$ cat src/rtl/serial_divider.sv
// Sequential restoring divider: unsigned dividend / divisor, one quotient bit
// per clock, MSB first. Start-pulse launch with busy/done handshake and
// divide-by-zero reporting. Results are registered and held until the next
// completion.
module serial_divider #(
  parameter int WIDTH = 8
) (
  input  logic             clk,
  input  logic             rst_n,
  input  logic             start,
  input  logic [WIDTH-1:0] dividend,
  input  logic [WIDTH-1:0] divisor,
  output logic [WIDTH-1:0] quotient,
  output logic [WIDTH-1:0] remainder,
  output logic             busy,
  output logic             done,
  output logic             div_by_zero
);

  localparam int CW = $clog2(WIDTH + 1);

  typedef enum logic [1:0] {
    S_IDLE,
    S_RUN,
    S_DONE
  } state_t;

  state_t           state;
  logic [WIDTH-1:0] dividend_sr;  // remaining dividend bits, consumed MSB first
  logic [WIDTH-1:0] divisor_r;    // divisor captured at accept
  logic [WIDTH-1:0] quot_work;    // quotient bits collected so far
  logic [WIDTH:0]   pr;           // partial remainder, one guard bit
  logic [CW-1:0]    cnt;          // iterations still to perform

  logic [WIDTH:0]   pr_next;
  logic             qbit;

  // One restoring step: shift the next dividend bit into the partial
  // remainder, trial-subtract the divisor, keep the difference only when it
  // did not go negative. Returns {quotient_bit, next_partial_remainder}.
  function automatic logic [WIDTH+1:0] restore_step(
    input logic [WIDTH:0]   pr_in,
    input logic             next_bit,
    input logic [WIDTH-1:0] dvs
  );
    logic [WIDTH:0] shifted;
    logic [WIDTH:0] trial;
    shifted = {pr_in[WIDTH-1:0], next_bit};
    trial   = shifted - {1'b0, dvs};
    if (!trial[WIDTH]) begin
      restore_step = {1'b1, trial};
    end else begin
      restore_step = {1'b0, shifted};
    end
  endfunction

  // Datapath for the current iteration, evaluated from the working registers
  always_comb begin
    {qbit, pr_next} = restore_step(pr, dividend_sr[WIDTH-1], divisor_r);
  end

  // Control FSM with registered outputs and the iteration registers
  always_ff @(posedge clk or negedge rst_n) begin
    if (!rst_n) begin
      state       <= S_IDLE;
      dividend_sr <= '0;
      divisor_r   <= '0;
      quot_work   <= '0;
      pr          <= '0;
      cnt         <= '0;
      quotient    <= '0;
      remainder   <= '0;
      busy        <= 1'b0;
      done        <= 1'b0;
      div_by_zero <= 1'b0;
    end else begin
      case (state)
        S_RUN: begin
          // Start requests are ignored here; the divide in flight runs on.
          pr          <= pr_next;
          dividend_sr <= {dividend_sr[WIDTH-2:0], 1'b0};
          quot_work   <= {quot_work[WIDTH-2:0], qbit};
          cnt         <= cnt - CW'(1);
          if (cnt == CW'(1)) begin
            quotient    <= {quot_work[WIDTH-2:0], qbit};
            remainder   <= pr_next[WIDTH-1:0];
            div_by_zero <= 1'b0;
            busy        <= 1'b0;
            done        <= 1'b1;
            state       <= S_DONE;
          end
        end
        default: begin
          // IDLE and DONE both accept a new launch; DONE lasts one cycle.
          done <= 1'b0;
          busy <= 1'b0;
          if (start) begin
            if (divisor == '0) begin
              quotient    <= '1;
              remainder   <= dividend;
              div_by_zero <= 1'b1;
              done        <= 1'b1;
              state       <= S_DONE;
            end else begin
              dividend_sr <= dividend;
              divisor_r   <= divisor;
              quot_work   <= '0;
              pr          <= '0;
              cnt         <= CW'(WIDTH);
              busy        <= 1'b1;
              state       <= S_RUN;
            end
          end else begin
            state <= S_IDLE;
          end
        end
      endcase
    end
  end

endmodule

$ cat config.mk
export PLATFORM = sky130hd
export DESIGN_NAME = serial_divider
export DESIGN_NICKNAME = d
export VERILOG_FILES = /design/src/rtl/serial_divider.sv
export SDC_FILE = /design/constraint.sdc
export NUM_CORES = 1
export LEC_CHECK = 0
export CAP_MARGIN = 20
export CELL_PAD_IN_SITES_DETAIL_PLACEMENT = 1
export CELL_PAD_IN_SITES_GLOBAL_PLACEMENT = 1
export CORE_ASPECT_RATIO = 0.8
export CORE_MARGIN = 1.5
export CORE_UTILIZATION = 35
export DETAILED_ROUTE_END_ITERATION = 16
export DONT_BUFFER_PORTS = 1
export PLACE_DENSITY = 0.59
export SYNTH_ARGS = -nofsm -noshare
export SYNTH_HDL_FRONTEND = slang
export SYNTH_SLANG_ARGS = --single-unit
$ cat constraint.sdc
create_clock -name clk -period 4.1 [get_ports clk]
set_input_delay 0.615 -clock clk [delete_from_list [all_inputs] [get_ports clk]]
set_output_delay 0.615 -clock clk [all_outputs]
set_load 0.01 [all_outputs]
# ---- Yosys cells after proc, flatten, opt, wreduce, memory -nomap -nowiden
# Cells that the tools add are included.
dict set report classes {
  mux 36
  n_reduce_logical 6
  n_eq_ne 4
  bitwise 2
  addsub 2
}
# cell count
set op_table {}
lappend op_table {{$mux 8} 14}
lappend op_table {{$mux 7} 3}
lappend op_table {{$mux 4} 3}
lappend op_table {{$mux 1} 11}
lappend op_table {{$mux 10} 1}
lappend op_table {{$sub 9x8->9} 1}
lappend op_table {{$logic_not 8->1} 1}
lappend op_table {{$mux 2} 4}
lappend op_table {{$reduce_and 3->1} 2}
lappend op_table {{$eq 4x1->1 const B} 1}
lappend op_table {{$reduce_bool 2->1} 2}
lappend op_table {{$sub 4x1->4 const B} 1}
lappend op_table {{$eq 2x1->1 const B} 1}
lappend op_table {{$ne 2x1->1 const B} 1}
lappend op_table {{$ne 2x2->1 const B} 1}
lappend op_table {{$not 1->1} 2}
lappend op_table {{$reduce_and 2->1} 1}
dict set report totals {
  elab_cells 61
  out_inout_bits 19
  inputBits 19
  reg_bits 56
}

# ---- Logic depth before layout (Yosys ltp)
dict set report depth {
  word_depth 4
  mapped_depth 11
  depth_no_buf 10
}

# ---- Worst setup path before layout
# OpenSTA, ideal clock, no wires.
dict set report synth_path {
  kind {reg2reg}
  from {reg dividend_sr[7]}
  to {reg remainder[3]}
  t_arrival_ns 2.267
  t_required_ns 4.020
  n_path_buf 1
  path_stages_with_launch 12
  setup_time_ns 0.080
  synth_period_minus_slack_ns 2.347
  setup_slack_ns 1.753
  path_cell_list {dfrtp_1 -> inv_1 -> ha_1 -> inv_1 -> fa_1 -> a211oi_2 -> nor3_2 -> mux2i_1 -> nor2_2 -> buf_6 -> mux2_4 -> o22ai_2}
}
dict set report synth_via {
  elab_chain_len 4
}
# element line_no
set synth_rtl {}
lappend synth_rtl {{start, declared} 29} ;# logic [WIDTH-1:0] dividend_sr;
lappend synth_rtl {{start signal, assigned} 81} ;# dividend_sr <= {dividend_sr[WIDTH-2:0], 1'b0};
lappend synth_rtl {{start signal, assigned} 105} ;# dividend_sr <= dividend;
lappend synth_rtl {{$sub 9x8->9} 49} ;# trial = shifted - {1'b0, dvs};
lappend synth_rtl {{$mux 10} 50} ;# if (!trial[WIDTH]) begin
lappend synth_rtl {{$mux 8} 84} ;# if (cnt == CW'(1)) begin
lappend synth_rtl {{$mux 8} 77} ;# case (state)
lappend synth_rtl {{end signal, assigned} 86} ;# remainder <= pr_next[WIDTH-1:0];
lappend synth_rtl {{end signal, assigned} 100} ;# remainder <= dividend;
lappend synth_rtl {{end, declared} 14} ;# output logic [WIDTH-1:0] remainder,
# Every way passes these cells. The select of a mux whose other input is x is not followed.
# A chain may end at the register's enable or synchronous reset.

# ---- Final worst setup path
dict set report layout_path {
  from {reg dividend_sr[7]}
  to {reg pr[0]}
}
dict set report layout_via {
  elab_chain_len 3
}
# element line_no
set layout_rtl {}
lappend layout_rtl {{$sub 9x8->9} 49}
lappend layout_rtl {{$mux 10 *} 50}
lappend layout_rtl {{$mux 8 *} 77}
lappend layout_rtl {{end signal, assigned} 80} ;# pr <= pr_next;
lappend layout_rtl {{end, declared} 32} ;# logic [WIDTH:0] pr;
# Every way passes the cells marked *; elsewhere a longest branch is shown, timed or not.

==> flow_summary.ini <==
[pwr]
clkPwrFrac = 0.126
p_switching_mw = 1.26
seqPwrFrac = 0.350
ir_drop_uv = 255
power.density_mw_per_mm2 = 958
switching_share = 0.433
intPower_mw = 1.65
leakage_nw = 1.40
pwr-share-comb = 0.524

[die]
dieArea_sq_mm = 0.00854
ios = 38
coreArea_sq_mm = 0.00757
rows = 28
initial_utilization = 0.370
die_width_um = 103
die_h_um = 83.0

[cells_and_area]
layout_commonest_cell = dfrtp_1
fin_cells = 383
nets = 308
final_cell_mix = dfrtp_1 (54), nand2_1 (42), o21ai_0 (23)
layout-drive-gt1-share = 0.115
area_delta_synth_final_pct = 8.23
final_util = 0.400
antenna_cells = 0

[sta]
fmax_mhz = 342
fin_crit_sh = 0.712
tns_ns = 0
setup_slack_ns = 1.18
tightest_slew_ns = 0.922
finClkSkew_ns = 0.0113
finalHoldViolCount = 0
setup_viol = 0
relSlewSlack = 0.384
timing.final.crit_period_ns = 2.92
rsz0062_at_grt = false
finalMaxSlewViolations = 0

[synth]
ys_ff_latch = 54
avgSynthCellArea_sq_um = 9.99
synth_nets = 310
yosys.area.top_type_share = 0.483
synth_area_sq_mm = 0.00280
postSynth.asyncResetShare = 1.00
synth-edff-count = 0
syn_inst = 280
yosysWarnings = 0
ys_types = 43
synth_flop_cell = dfrtp_1
synthTopCellsByArea = dfrtp_1 (48%), mux2i_1 (7.2%), nand2_1 (5.6%)
seq_area_frac_synth = 0.483
synth_top_area_cell = dfrtp_1

[clocking]
ctsRootBufferMaster = clkbuf_8
tritoncts = built
clk_pin_slew_worst_paths_ns = 0.10
clock_path_buffers = 2
insertion_delay_ns = 0.30
cts_buffers = 5
cts.sinks = 54
cts_max_level = 2

[detailed_routing]
drc_errors = 0
drt-initial-drc-count = 78
firstDrtPassIters = 4
vias_per_cell = 5.23
vias = 2005
wirelength_um = 6660
detail_route.wl_per_cell_um = 17.4
drtAntennaViolNets = 0

[grt]
grt_pass1_vias = 2006
grt_max_degree = 55
grt_overflow = 0
gr-usage-all-layers = 0.165
antenna_found_initial = 0
grt_pass1_wl_um = 10900

[run_status]
status = completed

[placement]
placedCellCount = 375
finalWeightedCongestion = 0.787
hpwlAfterDp_um = 4590
io_buffer_count = 0
place_ws_ns = 1.19

[setup_path]
crit_arrival_ns = 3.14
critical_path.cell_chain = inv_1, ha_1, inv_1, fa_1, a211oi_2, nor3_2, mux2i_1, nor2_2, mux2_2, o21ai_0
crit_path_frequent_cell = inv_1
crit_required_ns = 4.32
crit_path_end_kind = flop
path_class = flop to flop
slowest_delay_ns = 0.53
cp_max_fo = 13
start_kind = flop
crit_path_top_delay_cell = nor2_2

[hold_path]
hold_class = primary input to async pin

[flow_run]
maxCapViolCount = 0
==> cells in the mapped netlist, drive strengths merged, types with 2 or more instances <==
cell     count
a21o         2
a21oi       14
a31oi        2
buf          6
clkbuf       8
dfrtp       54
ha          10
inv         12
mux2        12
mux2i       20
nand2       42
nand2b       3
nand3       12
nor2        23
nor2b        3
nor3         3
nor4         2
o2111ai      2
o211ai       2
o21ai       23
o21bai       2
o22ai        6
or3          2
xnor2        4
==> worst max-delay path: cells and delay by family (launching register included) <==
family                     cells  cell delay (ns)
and+or+nand+nor                2             0.63
buffers and inverters          2             0.14
muxes                          2             0.59
DFF                            1             0.39
adders and majority gates      2             0.59
AOI/OAI and AO/OA              2             0.51
==> kinds of logic after synthesis <==
logic type | after synthesis | share of synthesized area
AND/OR/NAND/NOR | 93 | 0.153
AO/OA/AOI/OAI | 59 | 0.131
flip-flops | 54 | 0.483
multiplexers | 32 | 0.123
buffers and inverters | 26 | 0.0425
adder cells (fa/ha/maj) | 11 | 0.0519
XOR/XNOR | 5 | 0.0157
==> power groups by stage <==
stage | sequential [mW] | clock, mW | combinational, mW
CTS | 1.02 | 0.379 | 1.54
floorplan | 0.965 | 0 | 1.26
finish | 1.01 | 0.366 | 1.52
global route | 1.05 | 0.403 | 1.73
detailed placement | 1.03 | 0 | 1.51
global placement | 1.02 | 0 | 1.49
==> cell type report <==
class | instances | area [sq um]
Clock buffer | 6 | 82.6
Clock inverter | 1 | 30.0
Fill cell | 870 | 4540
Inverter | 12 | 45.0
Multi-Input combinational cell | 200 | 1330
Sequential cell | 54 | 1350
Tap cell | 105 | 131
Timing Repair Buffer | 5 | 57.6
==> flip-flops by register name (all words and copies together) (netlist names) <==
register / flops
dividend_sr: 8
divisor_r: 8
pr: 8
quotient: 8
remainder: 8
quot_work: 7
cnt: 4
div_by_zero: 1
done: 1
state: 1
==> routing by layer <==
layer	track usage	vias up	part of all wire
li1	-	966	-
met1	0.236	1003	0.49
met2	0.251	34	0.45
met3	0.0488	2	0.058
met4	0.0295	0	0.0038
met5	0	-	0
==> path summary, 6_finish.rpt <==
check / start / to / slack [ns] / cells after the start
max: dividend_sr[7] / pr[0] / 1.18 / 10
min: rst_n / cnt[2] / 0.16 / 1
max reg2reg: dividend_sr[7] / pr[0] / 1.18 / 10
min reg2reg: dividend_sr[2] / dividend_sr[3] / 0.49 / 2
max in group asynchronous: rst_n / divisor_r[3] / 3.69 / 1
min in group clk: divisor[1] / divisor_r[1] / 0.46 / 1
==> stage by stage <==
step	power [mW]	area, sq um	hold slack [ns]
floorplan	2.23	2800	0.319
global placement	2.51	2890	0.321
detailed placement	2.54	2890	0.322
CTS	2.93	3030	0.169
global route	3.18	3030	0.167
finish	2.90	3030	0.157
==> what timing repair did <==
item,4_1_cts,5_1_grt
gates resized for setup,0,0
setup buffers,0,0
endpoints found under the hold margin,54,0
hold buffers,1,0
No activity file was read; power rests on OpenSTA's default activity.
